File: config.mk
export PLATFORM = sky130hd
export DESIGN_NAME = acc16_flag_unit
export DESIGN_NICKNAME = d
export VERILOG_FILES = /design/src/rtl/acc16_flag_unit_pkg.sv /design/src/rtl/acc16_flag_unit_add16_flags.sv /design/src/rtl/acc16_flag_unit.sv
export SDC_FILE = /design/constraint.sdc
export NUM_CORES = 1
export LEC_CHECK = 0
export ABC_AREA = 1
export CORE_MARGIN = 2
export CORE_UTILIZATION = 50
export DETAILED_ROUTE_END_ITERATION = 10
export DONT_BUFFER_PORTS = 1
export GPL_ROUTABILITY_DRIVEN = 0
export PLACE_DENSITY = 0.66
export SYNTH_ARGS = -nofsm -noshare
export SYNTH_HDL_FRONTEND = slang
export SYNTH_HIERARCHICAL = 1
export SYNTH_SLANG_ARGS = --single-unit
File: constraint.sdc
create_clock -name clk -period 2.5 [get_ports clk]
set_input_delay 0.75 -clock clk [delete_from_list [all_inputs] [get_ports clk]]
set_output_delay 0.75 -clock clk [all_outputs]
set_load 0.02 [all_outputs]
File: src/rtl/acc16_flag_unit_pkg.sv
// Shared types for the flag-producing accumulator: FSM state encoding,
// default data width and the registered flag bundle.
package acc16_flag_unit_pkg;

  localparam int WIDTH_DEF = 16;

  typedef enum logic [1:0] {
    IDLE = 2'd0,
    ACC  = 2'd1,
    DONE = 2'd2
  } state_t;

  typedef struct packed {
    logic s;
    logic z;
    logic c;
    logic p;
    logic o;
  } flags_t;

endpackage

File: src/rtl/acc16_flag_unit_add16_flags.sv
// Combinational add stage: modular sum plus carry-out and signed overflow
// for a single step.
module add16_flags #(
  parameter int WIDTH = 16
) (
  input  logic [WIDTH-1:0] a,
  input  logic [WIDTH-1:0] b,
  output logic [WIDTH-1:0] sum,
  output logic             cout,
  output logic             ovf
);

  assign {cout, sum} = {1'b0, a} + {1'b0, b};
  // Overflow: like-signed operands produced a result of the other sign.
  assign ovf = (~a[WIDTH-1] & ~b[WIDTH-1] &  sum[WIDTH-1]) |
               ( a[WIDTH-1] &  b[WIDTH-1] & ~sum[WIDTH-1]);

endmodule

File: src/rtl/acc16_flag_unit.sv
// Streams len operands into an accumulator and presents one flag-qualified
// result per job over a valid/ready handshake.
module acc16_flag_unit
  import acc16_flag_unit_pkg::*;
#(
  parameter int WIDTH = WIDTH_DEF,
  parameter int CNT_W = 8
) (
  input  logic             clk,
  input  logic             rst_n,
  input  logic             start,
  input  logic [CNT_W-1:0] len,
  input  logic             in_valid,
  output logic             in_ready,
  input  logic [WIDTH-1:0] in_data,
  output logic             out_valid,
  input  logic             out_ready,
  output logic [WIDTH-1:0] out_sum,
  output logic             out_s,
  output logic             out_z,
  output logic             out_c,
  output logic             out_p,
  output logic             out_o,
  output logic             busy
);

  state_t           state, nstate;
  logic [WIDTH-1:0] acc;
  logic [CNT_W-1:0] remaining;
  logic             c_st, o_st;
  flags_t           fl;

  logic [WIDTH-1:0] sum;
  logic             cout, ovf;
  logic             fire, last;

  add16_flags #(.WIDTH(WIDTH)) u_add (
    .a   (acc),
    .b   (in_data),
    .sum (sum),
    .cout(cout),
    .ovf (ovf)
  );

  assign fire = (state == ACC) && in_valid;
  assign last = fire && (remaining == CNT_W'(1));

  always_comb begin
    nstate = state;
    case (state)
      IDLE:    if (start) nstate = (len != '0) ? ACC : DONE;
      ACC:     if (last) nstate = DONE;
      DONE:    if (out_ready) nstate = IDLE;
      default: nstate = IDLE;
    endcase
  end

  // Handshake/status outputs are registered from the next state so they
  // line up exactly with the state they describe.
  always_ff @(posedge clk or negedge rst_n) begin
    if (!rst_n) begin
      state     <= IDLE;
      in_ready  <= 1'b0;
      out_valid <= 1'b0;
      busy      <= 1'b0;
    end else begin
      state     <= nstate;
      in_ready  <= (nstate == ACC);
      out_valid <= (nstate == DONE);
      busy      <= (nstate != IDLE);
    end
  end

  always_ff @(posedge clk or negedge rst_n) begin
    if (!rst_n) begin
      acc       <= '0;
      remaining <= '0;
      c_st      <= 1'b0;
      o_st      <= 1'b0;
      out_sum   <= '0;
      fl        <= '0;
    end else begin
      if (state == IDLE && start) begin
        acc       <= '0;
        remaining <= len;
        c_st      <= 1'b0;
        o_st      <= 1'b0;
        if (len == '0) begin
          out_sum <= '0;
          fl      <= '{s: 1'b0, z: 1'b1, c: 1'b0, p: 1'b0, o: 1'b0};
        end
      end
      if (fire) begin
        acc       <= sum;
        remaining <= remaining - 1'b1;
        c_st      <= c_st | cout;
        o_st      <= o_st | ovf;
      end
      // Result is captured on the final beat, so it is ready the next cycle.
      if (last) begin
        out_sum <= sum;
        fl      <= '{s: sum[WIDTH-1], z: (sum == '0), c: c_st | cout,
                     p: ^sum, o: o_st | ovf};
      end
    end
  end

  assign out_s = fl.s;
  assign out_z = fl.z;
  assign out_c = fl.c;
  assign out_p = fl.p;
  assign out_o = fl.o;

endmodule

Word-level counts from Yosys, hierarchy flattened
Index checks and enable logic that the tools add are counted.
{"block": "classes", "add_sub_neg": 2, "eq_ne": 5, "mux": 18, "bitwise_logic": 10, "reduce_logical": 13}
{"operator": "16-bit two-way mux", "count": 5}
{"operator": "16-bit by 16-bit adder with 17-bit output", "count": 1}
{"operator": "16-bit logical NOT", "count": 1}
{"operator": "8-bit two-way mux", "count": 2}
{"operator": "16-bit XOR reduction", "count": 1}
{"operator": "5-bit two-way mux", "count": 3}
{"operator": "8-bit by 1-bit == test with 1-bit output, second input constant", "count": 1}
{"operator": "8-bit logical NOT", "count": 1}
{"operator": "2-bit two-way mux", "count": 4}
{"operator": "2-bit nonzero test", "count": 4}
{"operator": "8-bit nonzero test", "count": 1}
{"operator": "8-bit by 1-bit subtractor with 8-bit output, second input constant", "count": 1}
{"operator": "2-bit case mux with 3 select lines", "count": 1}
{"operator": "1-bit bitwise AND", "count": 4}
{"operator": "2-bit by 1-bit == test with 1-bit output, second input constant", "count": 2}
{"operator": "2-bit == test, second input constant", "count": 2}
{"operator": "1-bit logical AND", "count": 3}
{"operator": "1-bit two-way mux", "count": 3}
{"operator": "1-bit NOT", "count": 3}
{"operator": "1-bit OR", "count": 3}
{"operator": "2-bit logical NOT", "count": 1}
{"operator": "2-bit AND reduction", "count": 1}
{"block": "word_totals", "register_bits": 52, "in_bits": 29, "output_inout_bits": 24, "word_cells": 62}

Depth between registers and ports, before layout
{"block": "logic_depth", "depth_word": 6, "ltp_mapped": 22, "mapped_depth_nobuf": 22}

By module
Netlist, hierarchy kept.
{"mod": "acc16_flag_unit", "n_inst": 1, "cells_per_inst": 318, "area_per_inst_um2": 2615.0, "seq_area_each_um2": 1276.2}
{"mod": "add16_flags", "n_inst": 1, "cells_per_inst": 157, "area_per_inst_um2": 920.9, "seq_area_each_um2": 0.0}

Worst setup path after synthesis
No wires, ideal clock.
{"block": "synth_path", "kind": "input port to flip-flop", "startpoint": "in in_data[0]", "endpoint": "reg fl (netlist bit out_p)", "setup_ns": 0.117, "arrival_ns": 2.731, "t_required_ns": 2.383, "slack_ns": -0.348, "path_stages": 21, "path_buffers": 0, "cell_sequence": "ha_1 > fa_1 > nand2_1 > nand2_1 > nand3b_1 > nand2_2 > nand2_4 > nand2_4 > nand2_2 > nand3_1 > nand2_1 > inv_1 > ha_1 > inv_1 > nand2_1 > nand2_1 > nand3_1 > nand2_1 > nand2_1 > nand3_1 > nand2_1"}
{"block": "synth_via", "elab_chain_len": 3}
{"element": "from (decl)", "line_no": "acc16_flag_unit.sv:15", "text": "input logic [WIDTH-1:0] in_data,"}
{"element": "16-bit by 16-bit adder with 17-bit output", "line_no": "acc16_flag_unit_add16_flags.sv:13", "text": "assign {cout, sum} = {1'b0, a} + {1'b0, b};"}
{"element": "via sum[12]", "line_no": "acc16_flag_unit.sv:33", "text": "logic [WIDTH-1:0] sum;"}
{"element": "16-bit XOR reduction", "line_no": "acc16_flag_unit.sv:103", "text": "p: ^sum, o: o_st | ovf};"}
{"element": "5-bit two-way mux", "line_no": "acc16_flag_unit.sv:100", "text": "if (last) begin"}
{"element": "to (signal assigned)", "line_no": "acc16_flag_unit.sv:90", "text": "fl <= '{s: 1'b0, z: 1'b1, c: 1'b0, p: 1'b0, o: 1'b0};"}
{"element": "to (signal assigned)", "line_no": "acc16_flag_unit.sv:102", "text": "fl <= '{s: sum[WIDTH-1], z: (sum == '0), c: c_st | cout,"}
{"element": "to (decl)", "line_no": "acc16_flag_unit.sv:31", "text": "flags_t fl;"}
The timed path passes the listed nets, and every way through them passes these cells.
A chain may end at the register's enable or synchronous reset.

Worst setup path in the final report
{"block": "layout_path", "startpoint": "reg acc[0]", "endpoint": "reg fl (netlist bit out_p)"}
{"block": "layout_via", "elab_chain_len": 3}
{"element": "from (decl)", "line_no": "acc16_flag_unit.sv:28", "text": "logic [WIDTH-1:0] acc;"}
{"element": "from (signal assigned)", "line_no": "acc16_flag_unit.sv:94", "text": "acc <= sum;"}
{"element": "16-bit by 16-bit adder with 17-bit output", "line_no": "acc16_flag_unit_add16_flags.sv:13"}
{"element": "via sum[12]", "line_no": "acc16_flag_unit.sv:33"}
{"element": "16-bit XOR reduction", "line_no": "acc16_flag_unit.sv:103"}
{"element": "5-bit two-way mux", "line_no": "acc16_flag_unit.sv:100"}
The timed path passes the listed nets, and every way through them passes these cells.

==> key figures <==
Outcome
  – Status: finished clean

Final layout
  – Final Util: 0.601
  – Multi-input logic area: approximately 2000 um2
  – Fill count: approximately 660
  – Layout cells sized above 1: 0.200
  – Sequential Area: 1280 um2
  – Final #Nets: 571
  – # diodes: 0
  – Non-Filler Instances: ~610
  – Area Overhead vs Synth: 16.2%

Worst setup path
  – Register-to-Register Path Depth: 22
  – Crit Path Max Fanout: 4
  – RR Endpoint: out_p
  – Worst path top cell family by delay: simple AND/OR/NAND/NOR gates
  – Worst r2r src: acc[0]
  – CP max-delay cell: dfrtp_1
  – Worst R2R Setup Slack: approximately 0.013 ns
  – Critical Path Most Common Cell: nand2_1
  – Critical path required time: between 2 and 3 ns
  – Critical Path Max Stage Delay: roughly 0.42 ns
  – Worst setup startpoint: acc[0]
  – Critical path endpoint category: flop
  – CP Class: flop to flop
  – Buf/Inv on CP: 2
  – CP Launch Type: flop
  – CP endpoint: out_p
  – WP depth: 22
  – Critical path, cell by cell: ha_4 -> fa_2 -> nand2_1 -> nand2_1 -> nand3b_1 -> nand2_2 -> nand2_4 -> nand2_4 -> nand2_2 -> nand2_2 -> nand2_1 -> nand2_1 -> inv_2 -> ha_4 -> inv_2 -> nand2_1 -> nand2_1 -> nand2_1 -> nand2_1 -> nand2_1 -> nand3_1 -> nand2_1
  – Crit path arrival time: 2.70 ns

Power
  – Clock Power Share: 0.077
  – PnR Total Power: roughly 0.0068 W
  – Cell Int Power: 0.00345 W
  – Leak: about 2.2 nW
  – Combinational Power Share: 0.683
  – Sw Share: 0.490
  – Max VDD drop: 658 uV
  – Power per cell area: approximately 1600 nW/um2
  – Reg power frac: 0.240
  – Sw power: between 0.003 and 0.004 W

Clock network
  – Clock Pin Slew Worst Setup and Hold Paths: approximately 0.10 ns
  – H-tree levels: 2
  – Worst-Skew Late Latency: roughly 0.31 ns
  – CTS tree: yes
  – CTS sink count: 51
  – Hold-fix buffers at CTS: 0
  – Clk buf depth: 2
  – Clock Root Buffer: clkbuf_8
  – Clock buffer count from CTS: 5

Timing
  – Tmin final: ~2.5 ns
  – Hold Violations, Final: 0
  – Final period utilization: 0.995
  – Slew headroom: 0.511
  – Max-slew violations: 0
  – Skew final: around 0.0081 ns
  – Fmax: around 0.40 GHz
  – Slew @ Worst Pin: 0.732 ns
  – RSZ-0062 raised after global routing: true
  – Setup slack after layout: 0.0133 ns
  – Endpoints failing setup: 0

Floorplanning
  – IO Pins: 53
  – Die Width: approximately 88 um
  – FP Rows: 30
  – Die H: between 80 and 90 um
  – Area of the core: ~6800 um2
  – Starting Density: 0.518
  – Die area: slightly below 8000 um2

Synthesis
  – Synth warn: 6
  – FFs w/ async S/R, synth: 1.00
  – Post-synth top area cell: dfrtp_1
  – Synth area leaders: dfrtp_1 36%, nand2_1 14%, ha_1 9.6%
  – Syn Inst Count: 475
  – Post-synth top flop: dfrtp_1
  – Mapped Nets: 532
  – Unique cell type count in the Yosys netlist: 35
  – Post-synth top area share: 0.361
  – Syn Area/Cell: ~7.4 um2
  – EDFF count, synth: 0
  – Post-synthesis sequential area ratio: 0.361
  – Number of synthesized register bits: slightly above 50
  – Cell Area, Synth: ~3500 um2

GRT
  – Vias in the first global route: about 2,900
  – First-pass GRT wire length: approximately 14,000 um
  – GRT overflow: 0
  – Antenna violations before repair: 0
  – All-Layer GR Usage: 0.225
  – Largest net degree at the start of global routing: 52

Routing
  – Vias: between 3,000 and 4,000
  – 1st-iter DRT viols: between 150 and 200
  – DR WL/cell: roughly 14 um
  – Final WL: 8250 um
  – DRT antenna net count: 0
  – Residual DRC: 0
  – Vias per cell: ~5
  – TritonRoute pass-1 iters: 4

Placement
  – Buffers added on ports: 0
  – DP Worst Slack: -0.330 ns
  – Dpl cells: ~600
  – Placed wire-length estimate: 6240 um

Hold path
  – HP Class: primary input to asynchronous set/reset pin

Flow run
  – MaxCap Viol Count: 0
==> per-stage QoR <==
step           area, um2  hold slack, ns  TNS [ns]
6_report            4110           0.120         0
5_1_grt             4110          0.0985    -0.193
4_1_cts             4020           0.113         0
3_5_place_dp        3920           0.456    -0.452
3_3_place_gp        3920           0.456    -0.369
2_1_floorplan       3600           0.454    -0.165
==> placed cells by master (no fill, tap or decap), drive strengths merged <==
| master | Yosys | routed |
|---|---|---|
| xor2 | 11 | 11 |
| a31oi | 1 | 1 |
| o221ai | 1 | 1 |
| and2 | 2 | 2 |
| nor3 | 4 | 4 |
| o211ai | 1 | 1 |
| nand3b | 1 | 1 |
| inv | 74 | 74 |
| a21oi | 13 | 13 |
| nand2 | 147 | 147 |
| ha | 27 | 27 |
| o21bai | 3 | 3 |
| nor2 | 29 | 29 |
| clkinv | 0 | 1 |
| buf | 13 | 45 |
| clkbuf | 0 | 6 |
| nand3 | 41 | 41 |
| fa | 1 | 1 |
| xnor2 | 1 | 1 |
| o21ai | 46 | 46 |
| or2 | 3 | 3 |
| clkinvlp | 0 | 1 |
| nand4 | 4 | 4 |
| dfrtp | 51 | 51 |
| o22ai | 1 | 1 |
==> state kept, by name, indices dropped and copies added (netlist names), 2 cells and up <==
signal	flops
acc	16
out_sum	16
remaining	8
state	2
==> routing by layer <==
layer,global-route usage,up-vias,routed length [um]
met5,0,-,0
met3,0.0264,8,357
met2,0.374,52,3880
met1,0.312,1426,3900
met4,0.0592,0,120
li1,-,1575,-
==> cell families after synthesis <==
| family | share of synthesized area |
|---|---|
| AO/OA/AOI/OAI | 0.104 |
| XOR/XNOR | 0.0297 |
| adder cells (fa/ha/maj) | 0.101 |
| buffers and inverters | 0.109 |
| flip-flops | 0.361 |
| AND/OR/NAND/NOR | 0.295 |
==> how the worst min path moves through the flow <==
stage	cells past startpoint	slack, ns	endpoint
after CTS	0	0.11	remaining[7]
after global placement	0	0.46	remaining[6]
after detailed placement	0	0.46	remaining[7]
after global routing	0	0.1	remaining[1]
after floorplan	0	0.45	acc[0]
final	0	0.12	remaining[7]
==> what timing repair did <==
| action | in CTS | in global routing |
|---|---|---|
| endpoints found under the setup margin | 1 | 1 |
| pin swaps | 2 | 9 |
| resized for setup | 0 | 10 |
| gates cloned | 0 | 0 |
| buffers inserted | 1 | 4 |
==> cell type report <==
type                    instances  area share
clock inverters                 2     0.00396
multi-input cells             337       0.486
repair buffers                 45      0.0822
inverters                      74      0.0676
well taps                      96      0.0292
flip-flops and latches         51       0.311
clock buffers                   6      0.0201
==> power groups by stage <==
stage | clock network [W] | registers [W] | logic [W]
floorplan | 0 | 0.00154 | 0.00310
global placement | 0 | 0.00162 | 0.00422
detailed placement | 0 | 0.00164 | 0.00438
CTS | 0.000530 | 0.00162 | 0.00440
global route | 0.000573 | 0.00167 | 0.00529
finish | 0.000521 | 0.00163 | 0.00463
==> cell usage after synthesis (all sizes together), types with 2 or more instances <==
cell type	count
and2	2
nor3	4
nor2	29
nand4	4
or2	3
dfrtp	51
a21oi	13
ha	27
inv	74
o21bai	3
nand3	41
buf	13
xor2	11
o21ai	46
nand2	147
Power figures use the tool's default switching activity.
